### src/rtl/mouse_init_seq.sv
// PS/2 mouse power-up sequencer: reset, self-test wait, sample rate, resolution, stream enable.
// Define MOUSE_RETRY_EN to resend NAKed or timed-out bytes up to MAX_RETRY times before aborting.
module mouse_init_seq #(
  parameter logic [7:0]  SAMPLE_RATE = 8'd100,
  parameter logic [7:0]  RESOLUTION  = 8'd2,
  parameter int unsigned TIMEOUT_CYC = 25_000_000,
  parameter int unsigned MAX_RETRY   = 3
) (
  input  logic       clk,
  input  logic       reset,
  input  logic       start,
  input  logic [7:0] rx_data,
  input  logic       rx_done_tick,
  input  logic       tx_done_tick,
  output logic       wr_ps2,
  output logic [7:0] tx_byte,
  output logic       busy,
  output logic       stream_en,
  output logic       init_err,
  output logic [2:0] err_step
);

  localparam logic [7:0] CMD_RESET  = 8'hFF;
  localparam logic [7:0] CMD_RATE   = 8'hF3;
  localparam logic [7:0] CMD_RES    = 8'hE8;
  localparam logic [7:0] CMD_STREAM = 8'hF4;
  localparam logic [7:0] RSP_ACK    = 8'hFA;
  localparam logic [7:0] RSP_NAK    = 8'hFE;
  localparam logic [7:0] RSP_BAT_OK = 8'hAA;
  localparam logic [7:0] RSP_ID     = 8'h00;

  localparam logic [2:0] LAST_IDX = 3'd5;

  localparam int TW = (TIMEOUT_CYC > 1) ? $clog2(TIMEOUT_CYC) : 1;
  localparam logic [TW-1:0] TIMER_LAST = TW'(TIMEOUT_CYC - 1);

  typedef enum logic [2:0] {
    IDLE,
    SEND,
    WAIT_TX,
    WAIT_ACK,
    WAIT_BAT,
    WAIT_ID,
    STREAM,
    ERROR
  } state_t;

  state_t        state, state_next;
  logic [2:0]    index, index_next;
  logic [TW-1:0] timer;
  logic          timed_out;
  logic          take_retry;
  logic          retry_exhausted;

  function automatic logic [7:0] rom_byte(input logic [2:0] idx);
    case (idx)
      3'd0:    rom_byte = CMD_RESET;
      3'd1:    rom_byte = CMD_RATE;
      3'd2:    rom_byte = SAMPLE_RATE;
      3'd3:    rom_byte = CMD_RES;
      3'd4:    rom_byte = RESOLUTION;
      3'd5:    rom_byte = CMD_STREAM;
      default: rom_byte = 8'h00;
    endcase
  endfunction

  assign timed_out = (timer == TIMER_LAST);

  // NOTE: every output of this block gets a default before the case, so no path can infer a latch.
  always_comb begin
    state_next = state;
    index_next = index;
    take_retry = 1'b0;

    case (state)
      IDLE, STREAM, ERROR: begin
        if (start) begin
          state_next = SEND;
          index_next = '0;
        end
      end

      SEND: state_next = WAIT_TX;

      // Bytes arriving before the transmit completes are stale and dropped.
      WAIT_TX: begin
        if (tx_done_tick)   state_next = WAIT_ACK;
        else if (timed_out) take_retry = 1'b1;
      end

      WAIT_ACK: begin
        if (rx_done_tick) begin
          if (rx_data == RSP_ACK) begin
            if (index == 3'd0)          state_next = WAIT_BAT;
            else if (index == LAST_IDX) state_next = STREAM;
            else begin
              index_next = index + 3'd1;
              state_next = SEND;
            end
          end else if (rx_data == RSP_NAK) begin
            take_retry = 1'b1;
          end else begin
            state_next = ERROR;
          end
        end else if (timed_out) begin
          take_retry = 1'b1;
        end
      end

      WAIT_BAT: begin
        if (rx_done_tick)   state_next = (rx_data == RSP_BAT_OK) ? WAIT_ID : ERROR;
        else if (timed_out) take_retry = 1'b1;
      end

      WAIT_ID: begin
        if (rx_done_tick) begin
          if (rx_data == RSP_ID) begin
            index_next = 3'd1;
            state_next = SEND;
          end else begin
            state_next = ERROR;
          end
        end else if (timed_out) begin
          take_retry = 1'b1;
        end
      end

      default: state_next = IDLE;
    endcase

    // A received byte has already been handled above, so it always wins over a timeout.
    if (take_retry) state_next = retry_exhausted ? ERROR : SEND;
  end

  // NOTE: all state registers use non-blocking assignment so every flop samples pre-edge values.
  always_ff @(posedge clk or negedge reset) begin
    if (!reset) begin
      state <= IDLE;
      index <= '0;
    end else begin
      state <= state_next;
      index <= index_next;
    end
  end

  always_ff @(posedge clk or negedge reset) begin
    if (!reset) begin
      timer <= '0;
    end else if (state_next != state) begin
      timer <= '0;
    end else if (state == WAIT_TX || state == WAIT_ACK ||
                 state == WAIT_BAT || state == WAIT_ID) begin
      timer <= timer + TW'(1);
    end
  end

`ifdef MOUSE_RETRY_EN
  localparam int RW = (MAX_RETRY > 0) ? $clog2(MAX_RETRY + 1) : 1;

  logic [RW-1:0] retry_cnt;

  // Any entry to SEND that is not a resend starts a fresh byte with a clean count.
  always_ff @(posedge clk or negedge reset) begin
    if (!reset) begin
      retry_cnt <= '0;
    end else if (state_next == SEND) begin
      retry_cnt <= take_retry ? retry_cnt + RW'(1) : '0;
    end
  end

  assign retry_exhausted = (retry_cnt == RW'(MAX_RETRY));
`else
  assign retry_exhausted = 1'b1;
`endif

  // tx_byte stays put outside SEND entry, which holds it through the acknowledge.
  always_ff @(posedge clk or negedge reset) begin
    if (!reset) begin
      tx_byte <= '0;
    end else if (state_next == SEND) begin
      tx_byte <= rom_byte(index_next);
    end
  end

  always_ff @(posedge clk or negedge reset) begin
    if (!reset) begin
      err_step <= '0;
    end else if (state_next == ERROR && state != ERROR) begin
      err_step <= index;
    end
  end

  assign wr_ps2    = (state == SEND);
  assign busy      = (state == SEND) || (state == WAIT_TX) || (state == WAIT_ACK) ||
                     (state == WAIT_BAT) || (state == WAIT_ID);
  assign stream_en = (state == STREAM);
  assign init_err  = (state == ERROR);

endmodule

### config.mk
export PLATFORM = sky130hd
export DESIGN_NAME = mouse_init_seq
export DESIGN_NICKNAME = d
export VERILOG_FILES = /design/src/rtl/mouse_init_seq.sv
export SDC_FILE = /design/constraint.sdc
export NUM_CORES = 1
export LEC_CHECK = 0
export CAP_MARGIN = 20
export CORE_UTILIZATION = 35
export CTS_CLUSTER_SIZE = 12
export DETAILED_ROUTE_END_ITERATION = 10
export PLACE_DENSITY = 0.62
export SLEW_MARGIN = 15
export SYNTH_ARGS = -nofsm -noshare
export SYNTH_HDL_FRONTEND = slang
export SYNTH_SLANG_ARGS = --single-unit
### constraint.sdc
create_clock -name clk -period 2.2 [get_ports clk]
set_input_delay 0.44 -clock clk [delete_from_list [all_inputs] [get_ports clk]]
set_output_delay 0.44 -clock clk [all_outputs]
set_load 0.01 [all_outputs]
==> run summary, run 1 <==
The fmax is 442 MHz. The uppermost metal layer occupied by signal nets is met4. The clock arrives with 0.00682 ns of skew.

From left edge to right edge, the die measures 89.4 um. Of the synthesized area, sequential elements account for 0.384. In this run the worst path has a maximum fanout of 6. The highest cell delay on the worst timing path is 0.56 ns. The cell area power density came out at 1040 mW/mm2.

The first routing iteration left 76 violations. The congestion estimate from routability-driven global placement came to 0.823. The overflow left after global routing came out at 0. The area of the mapped netlist is 0.00267 mm2. After layout, the design draws a total of 4.12 mW.

The top cell type's share of synthesized area is 0.384. The filler cells instantiated in the layout total 655. For this run, the number of Yosys warnings is 0.

The endpoint identified for the worst register-to-register timing path is timer[7]. The worst slew margin relative to its limit is 0.658. The largest net degree at the start of global routing came out at 42.

For the pin with the worst max-slew slack, the measured transition is 0.513 ns. STA classifies the critical path startpoint as a flop. The count of standard-cell rows came out at 31. The flip-flop and latch count after synthesis came out at 41. The instance area after placement is 0.00342 mm2. The total track usage came out at 0.182. The category of the most critical setup path is reg -> reg. The wire length of the first global-routing pass came out at 11,200 um.

Counting along the longest clock path gives a buffer depth of 2. The detailed router placed 2,403 vias in this run. The overall die area is 0.00799 mm2. In this run, post-CTS hold repair placed 0 buffers. The number of global-route vias before repair is 2,425. For this block, wires on met1 add up to 3050 um. Synthesis produced a netlist with a net count of 299.

The non-filler instance count after layout is 472. The initial antenna violation count is 0. The startpoint of the lowest-slack register-to-register path is timer[15].

The post-detailed-route wirelength per cell is 14.5 um. The slowest stage of the critical path is the sky130_fd_sc_hd__or4bb_1 cell. The count of nets after finishing is 389. The H-tree level count came out at 2. The finished layout cell area came out at 0.00397 mm2.

The remaining antenna violation count after routing came out at 0. The total CTS buffers came out at 5. Clock-pin slew was measured on the worst setup and hold paths at 0.08 ns. Data on the critical path arrives at its endpoint at 2.45 ns. The routed via count divided by cell count came out at 5.09.

sky130_fd_sc_hd__dfrtp_1 takes more of the synthesized area than any other cell. The fraction of the cycle the final worst path needs is 1.03. The final wirelength came out at 6820 um. For this run, the leading register cell type out of synthesis is sky130_fd_sc_hd__dfrtp_1. The checks that failed: negative setup slack. STA classifies the critical path endpoint as a flop. The number of synthesized flops with an enable pin is 0. At the placement stage, the worst setup path has a slack of -0.395 ns. The flow ran to the end, but the final reports show violations. The number of antenna diodes in the final layout is 0. The cell depth of the worst flop-to-flop path came out at 9. Setup slack on the critical path of the routed design comes to -0.0629 ns. For this design, the sink count on the clock tree is 41. The count of final max-slew check failures came out at 0.

At the worst endpoint, the required time is 2.39 ns. In this run the tool buffered the top-level ports with 27 buffer cells. The static leakage power came out at 1.68 nW. The utilization after layout is 0.542. Summed over all nets, the half-perimeter wirelength after detailed placement is 4550 um. The clock insertion delay at the later pin of the skew report is 0.29 ns. The count of maximum capacitance violations is 0. The met2 wire length is 3510 um. Setup repair after global routing could not meet its margin everywhere. The area overhead of the layout relative to synthesis is 48.6%. The hold violation total from the final report came out at 0. By area the synthesized netlist is led by sky130_fd_sc_hd__dfrtp_1, sky130_fd_sc_hd__xor2_1, sky130_fd_sc_hd__nor2_2.

The remaining design rule violation count came out at 0. The core box area is 0.00733 mm2. The initial cell density of the core is 0.365.

The path category of the worst min-delay check is in -> async. The worst-case IR drop observed on VDD is 0.594 mV. The worst reg-to-reg setup slack came out at -0.06 ns. The number of iterations in the first detailed-routing pass is 4.

The master cell of the clock root buffer is sky130_fd_sc_hd__clkbuf_8. Walking the worst path, the cells encountered are or4bb_1, nor3_2, buf_4, a31oi_4, a31o_1, o2111ai_4, buf_12, clkbuf_16, nor2_2. For this design the top-level I/O count stands at 28. The die is 89.4 um tall. Of all flip-flops after synthesis, the portion carrying an async set or reset was 1.00. The cell count after placement is 452. In the final layout, the share of cells above drive strength 1 is 0.410. The routed length on met3 is 227 um. The final setup violation count came out at 25. The synthesized area divided by synthesized cell count is 9.48 um2. TritonCTS built the clock tree. The number of standard cells after synthesis is 282. The time the final worst path needs with I/O delays and setup is 2.26 ns. Counting distinct cell types in the post-synthesis netlist gives 64.
## worst max-delay path, delay by kind of cell (launching register included)
kind                   cells  cell delay [ns]
DFF                        1             0.39
buffers and inverters      3             0.49
AOI/OAI and AO/OA          3             0.45
and+or+nand+nor            3             0.82
## cell families (layout without fill, tap and decap cells)
| logic type | after synthesis | in the layout | share of synthesized area |
|---|---|---|---|
| AO/OA/AOI/OAI | 51 | 51 | 0.147 |
| XOR/XNOR | 25 | 25 | 0.0847 |
| adder cells (fa/ha/maj) | 4 | 4 | 0.0187 |
| buffers and inverters | 23 | 114 | 0.0463 |
| flip-flops | 41 | 41 | 0.384 |
| multiplexers | 9 | 9 | 0.0356 |
| AND/OR/NAND/NOR | 129 | 129 | 0.284 |
## cells in the final DEF (no fill, tap or decap), types with 4 or more instances in the layout
| cell type | count |
|---|---|
| sky130_fd_sc_hd__buf_4 | 64 |
| sky130_fd_sc_hd__dfrtp_1 | 39 |
| sky130_fd_sc_hd__nor2_4 | 23 |
| sky130_fd_sc_hd__nand2_1 | 18 |
| sky130_fd_sc_hd__nand3_1 | 16 |
| sky130_fd_sc_hd__clkdlybuf4s50_1 | 15 |
| sky130_fd_sc_hd__nor2_1 | 14 |
| sky130_fd_sc_hd__xor2_1 | 11 |
| sky130_fd_sc_hd__xnor2_1 | 9 |
| sky130_fd_sc_hd__and3_1 | 7 |
| sky130_fd_sc_hd__o21ai_0 | 7 |
| sky130_fd_sc_hd__nand4_1 | 6 |
| sky130_fd_sc_hd__nand2b_1 | 6 |
| sky130_fd_sc_hd__a21oi_1 | 6 |
| sky130_fd_sc_hd__inv_1 | 6 |
| sky130_fd_sc_hd__dlymetal6s2s_1 | 6 |
| sky130_fd_sc_hd__mux2i_1 | 5 |
| sky130_fd_sc_hd__clkbuf_8 | 5 |
| sky130_fd_sc_hd__nor2_2 | 4 |
| sky130_fd_sc_hd__o21ai_1 | 4 |
| sky130_fd_sc_hd__xor2_2 | 4 |
| sky130_fd_sc_hd__dlygate4sd2_1 | 4 |
## sequential cells by signal, indices dropped and copies added (netlist names)
signal,count
err_step,3
index,3
state,3
timer,25
tx_byte,7
## cell usage after synthesis (4+ instances only)
cell type	count
sky130_fd_sc_hd__buf_2	9
sky130_fd_sc_hd__xor2_1	15
sky130_fd_sc_hd__a21oi_1	6
sky130_fd_sc_hd__mux2i_1	5
sky130_fd_sc_hd__xnor2_1	9
sky130_fd_sc_hd__nor3_1	6
sky130_fd_sc_hd__nand2b_1	6
sky130_fd_sc_hd__ha_1	4
sky130_fd_sc_hd__nor2_1	21
sky130_fd_sc_hd__inv_1	9
sky130_fd_sc_hd__nor2_2	19
sky130_fd_sc_hd__o21ai_0	8
sky130_fd_sc_hd__and3_1	7
sky130_fd_sc_hd__nand2_1	18
sky130_fd_sc_hd__nor4_1	4
sky130_fd_sc_hd__dfrtp_1	41
sky130_fd_sc_hd__nand4_1	6
sky130_fd_sc_hd__o21ai_1	4
sky130_fd_sc_hd__nand3_1	17
## layout make-up
class | count | area [um2] | area share
clock buffers | 6 | 72.6 | 0.0183
flip-flops and latches | 41 | 1030 | 0.259
inverters | 9 | 33.8 | 0.00850
well taps | 99 | 124 | 0.0312
multi-input cells | 218 | 1820 | 0.457
clock inverters | 2 | 10.0 | 0.00252
repair buffers | 97 | 887 | 0.223
## per-stage QoR
stage	TNS, ns	hold WS, ns
global route	-3.16	0.240
finish	-1.15	0.200
global placement	-12.56	0.473
detailed placement	-12.69	0.479
CTS	-0.951	0.216
floorplan	0	0.144
## layer usage
metal | vias up | track usage
met3 | 4 | 0.0397
met4 | 0 | 0.0390
met2 | 40 | 0.317
met1 | 1161 | 0.232
li1 | 1198 | -
met5 | - | 0
## report_power, final
part / total [mW] / internal [mW] / leakage, nW / switching (mW)
Combinational: 2.69 / 1.36 / 1.09 / 1.33
Clock: 0.476 / 0.220 / 0.0450 / 0.256
Sequential: 0.956 / 0.868 / 0.543 / 0.0877
Total: 4.12 / 2.44 / 1.68 / 1.68
## worst max path at each step
stage	from	end	slack [ns]
2_1_floorplan	index[0]	err_step[0]	0.006
3_3_place_gp	rx_done_tick	timer[0]	-0.39
3_5_place_dp	rx_done_tick	timer[0]	-0.40
4_1_cts	timer[6]	timer[19]	-0.05
5_1_grt	timer[15]	timer[4]	-0.12
6_report	timer[15]	timer[7]	-0.06
## repair_timing
action / 4_1_cts / 5_1_grt
resized for setup: 39 / 39
cloned: 2 / 1
pin swaps: 22 / 25
setup endpoints to repair: 38 / 38
buffers inserted: 4 / 5
No activity file was read; power rests on OpenSTA's default activity.
==> run 2: changes to the inputs <==
- ABC_AREA: not set -> 1
- MAX_ROUTING_LAYER: not set -> met4
==> run summary, run 2 <==
Outcome: completed (was finished with violations). The switching part of the total power is 0.439 (was 0.407). The static leakage power came to 1.53 nW (was 1.68 nW). The cell count after placement is 528 (was 452). The global-route met3 utilization is 0.0277 (was 0.0397). The number of iterations in the first detailed-routing pass is 4 (unchanged). The post-detailed-route wirelength per cell came out at 11.4 um (was 14.5 um).

The overflow left after global routing is 0 (unchanged). The master cell of the clock root buffer is sky130_fd_sc_hd__clkbuf_8 (unchanged). Cell types with the highest counts after synthesis: sky130_fd_sc_hd__nand2_1, sky130_fd_sc_hd__nor2_1, sky130_fd_sc_hd__dfrtp_1 (was sky130_fd_sc_hd__dfrtp_1, sky130_fd_sc_hd__nor2_1, sky130_fd_sc_hd__nor2_2). The number of setup buffers added after CTS is 0 (was 4).

The count of final max-slew check failures came to 0 (unchanged). The count of standard-cell rows is 31 (unchanged). The number of flip-flops under the largest register name is 25 (unchanged). The share of synthesized flip-flops with an asynchronous set or reset came out at 1.00 (unchanged). The combinational power share came out at 0.544 (was 0.653). The clock network fraction of design power was 0.169 (was 0.116). The flip-flop and latch count after synthesis is 41 (unchanged). The met2 routing resource usage after global routing came out at 0.269 (was 0.317).

The leading cell type in the layout, fill and taps excluded is sky130_fd_sc_hd__nand2_1 (was sky130_fd_sc_hd__buf_4). The final setup violation count is 0 (was 25). The prevailing post-synth register cell is sky130_fd_sc_hd__dfrtp_1 (unchanged). The count of maximum capacitance violations came to 0 (unchanged). The number of nets in the synthesized netlist is 399 (was 299). The cell area power density came out at 1040 mW/mm2 (about the same). The most frequent cell after synthesis is sky130_fd_sc_hd__nand2_1 (was sky130_fd_sc_hd__dfrtp_1).

The height of the chip came out at 89.6 um (was 89.4 um). Largest registers: timer (25), tx_byte (7) (unchanged). The total of warnings raised by yosys came out at 0 (unchanged).

The final RePlAce weighted congestion came out at 0.824 (was 0.823). The remaining design rule violation count was 0 (unchanged). The total CTS buffers came to 5 (unchanged). The initial antenna violation count is 0 (unchanged). The worst setup skew after layout came to 0.0114 ns (was 0.00682 ns). Cells taking the most area after synthesis: sky130_fd_sc_hd__dfrtp_1, sky130_fd_sc_hd__nand2_1, sky130_fd_sc_hd__nor2_1 (was sky130_fd_sc_hd__dfrtp_1, sky130_fd_sc_hd__xor2_1, sky130_fd_sc_hd__nor2_2).

The met1 track utilization from global routing is 0.244 (was 0.232). The maximum count of clock buffers along a single path came out at 2 (unchanged). The actual slew at the worst max-slew pin came out at 0.519 ns (was 0.513 ns).

The largest net degree at the start of global routing is 42 (unchanged). The number of buffers inserted by port buffering came out at 27 (unchanged). The most congested layer reported by global routing is met2 (unchanged). The non-filler instance count after layout was 535 (was 472). The data required time at the worst endpoint is 1.76 ns (was 2.39 ns). The top-level I/O count came out at 28 (unchanged).

The total track usage is 0.176 (was 0.182). The arrival time reported for the critical path endpoint came to 1.66 ns (was 2.45 ns). The internal power came out at 1.97 mW (was 2.44 mW). The worst slew margin relative to its limit came out at 0.654 (was 0.658). The final wirelength came to 6130 um (was 6820 um). The synthesized area divided by synthesized cell count came out at 7.03 um2 (was 9.48 um2).

The routed via count divided by cell count is 4.67 (was 5.09). The wire length of the first global-routing pass is 10,600 um (was 11,200 um). The initial cell density of the core came out at 0.366 (was 0.365). The category of the most critical setup path is reg -> out (was reg -> reg).

The sequential cell fraction of total power was 0.287 (was 0.232). The overall die area is 0.00802 mm2 (was 0.00799 mm2). The path category of the worst min-delay check is in -> async (unchanged). The unique cell type count in the Yosys netlist is 29 (was 64).

The fraction of the cycle the final worst path needs came out at 0.957 (was 1.03). The core box area was 0.00733 mm2 (unchanged). The number of synthesized flops with an enable pin is 0 (unchanged). The total number of vias is 2,496 (was 2,403).

The clock insertion delay at the later pin of the skew report was 0.30 ns (was 0.29 ns). The peak ir drop on the vdd network was 0.678 mV (was 0.594 mV). The register with the most flip-flops was timer (unchanged).

The fraction of final layout cells with drive strength greater than 1 came out at 0.170 (was 0.410). The worst reg-to-reg setup slack is 0.25 ns (was -0.06 ns). The horizontal die dimension is 89.6 um (was 89.4 um).

The sort of element at the end of the critical path was an output port (was flop). The sequential cell area fraction in the yosys report is 0.382 (was 0.384). The CTS tree was done (unchanged). The critical path launch point type is a flop (unchanged). The cell type with the largest total area after synthesis is sky130_fd_sc_hd__dfrtp_1 (unchanged). The total net switching power came to 1.54 mW (was 1.68 mW).

Commonest non-fill, non-tap cells in the layout: sky130_fd_sc_hd__nand2_1, sky130_fd_sc_hd__nor2_1, sky130_fd_sc_hd__inv_1, sky130_fd_sc_hd__dfrtp_1, sky130_fd_sc_hd__nand3_1 (was sky130_fd_sc_hd__buf_4, sky130_fd_sc_hd__dfrtp_1, sky130_fd_sc_hd__nor2_4). The worst hold margin is 0.198 ns (was 0.200 ns). The number of global-route vias before repair was 2,325 (was 2,425). The top cell type's share of synthesized area came to 0.382 (was 0.384). The clock-pin slew on the worst setup and hold paths came out at 0.09 ns (was 0.08 ns). The count of nets after finishing came to 453 (was 389). The highest net fanout along the worst path came out at 6 (unchanged).

The time the final worst path needs with I/O delays and setup was 2.10 ns (was 2.26 ns). The hold violation total from the final report came out at 0 (unchanged). The DRC marker count from the first detailed-route iteration was 157 (was 76). The area of the mapped netlist was 0.00268 mm2 (was 0.00267 mm2).

The fmax was 475 MHz (was 442 MHz). The number of hold buffers added after cts came to 0 (unchanged). The clock sink total is 41 (unchanged).

The number of diodes came out at 0 (unchanged). The area overhead of the layout relative to synthesis came out at 25.8% (was 48.6%). The remaining antenna violation count after routing was 0 (unchanged). The H-tree level count came out at 2 (unchanged).

The number of standard cells after synthesis is 382 (was 282). The placed wire-length estimate is 4670 um (was 4550 um).
## run 2: metal layers
metal,vias up,share of wire
met1,1151,0.52
met2,35,0.45
met5,-,0
met4,0,0.0085
li1,1301,-
met3,9,0.030
## run 2: power groups by stage
stage | Sequential [mW] | Combinational [mW] | Clock (mW)
2_1_floorplan | 1.00 | 1.19 | 0
3_3_place_gp | 1.01 | 1.84 | 0
3_5_place_dp | 1.01 | 1.85 | 0
4_1_cts | 1.00 | 1.85 | 0.608
5_1_grt | 1.02 | 2.14 | 0.634
6_report | 1.01 | 1.91 | 0.591
## run 2: cell families (layout without fill, tap and decap cells)
| group | count (synthesis) | after routing | share of synthesized area |
|---|---|---|---|
| simple gates | 245 | 245 | 0.410 |
| buf+inv | 51 | 105 | 0.0793 |
| fa+ha+maj | 4 | 4 | 0.0186 |
| mux | 1 | 1 | 0.00373 |
| xor+xnor | 21 | 21 | 0.0685 |
| flops | 41 | 41 | 0.382 |
| compound gates | 19 | 19 | 0.0378 |
## run 2: worst max-delay path, stage by stage (launching register included)
cell                              delay, ns
sky130_fd_sc_hd__dfrtp_1               0.49
sky130_fd_sc_hd__nand2_1               0.14
sky130_fd_sc_hd__nor2_1                0.18
sky130_fd_sc_hd__clkdlybuf4s50_1       0.57
## run 2: per-stage QoR
stage	utilization	setup TNS (ns)	worst slack, ns	instance area, um2	power, mW
global route	0.461	-0.00847	-0.00705	3380	3.79
floorplan	-	0	0.415	2680	2.20
detailed placement	0.442	-6.69	-0.211	3240	2.86
CTS	0.456	0	0.0467	3340	3.46
global placement	0.442	-5.50	-0.174	3240	2.85
finish	0.461	0	0.0951	3380	3.50
## run 2: what timing repair did
item,in CTS,in global routing
resized for setup,2,13
endpoints found under the setup margin,1,36
pin swaps,0,3
gates cloned,0,0
## run 2: cell type report
class	instances	area (um2)
well taps	99	124
multi-input cells	290	1480
clock inverters	2	35.0
inverters	45	169
clock buffers	5	68.8
repair buffers	53	472
flip-flops and latches	41	1030
fillers	742	3950
## run 2: final timing paths
path / end / depth (start not counted) / startpoint
max reg2reg: timer[0] / 13 / index[1]
max in group asynchronous: state[0] / 2 / reset
max: init_err / 3 / state[1]
min in group clk: tx_byte[1] / 2 / tx_byte[1]
min: timer[22] / 2 / reset
min reg2reg: tx_byte[1] / 2 / tx_byte[1]
==> run 3: changes to the inputs <==
- HOLD_SLACK_MARGIN: not set -> 0.02
==> results of run 3 <==
The final DEF is identical to that of run 2; final timing and power are the same.
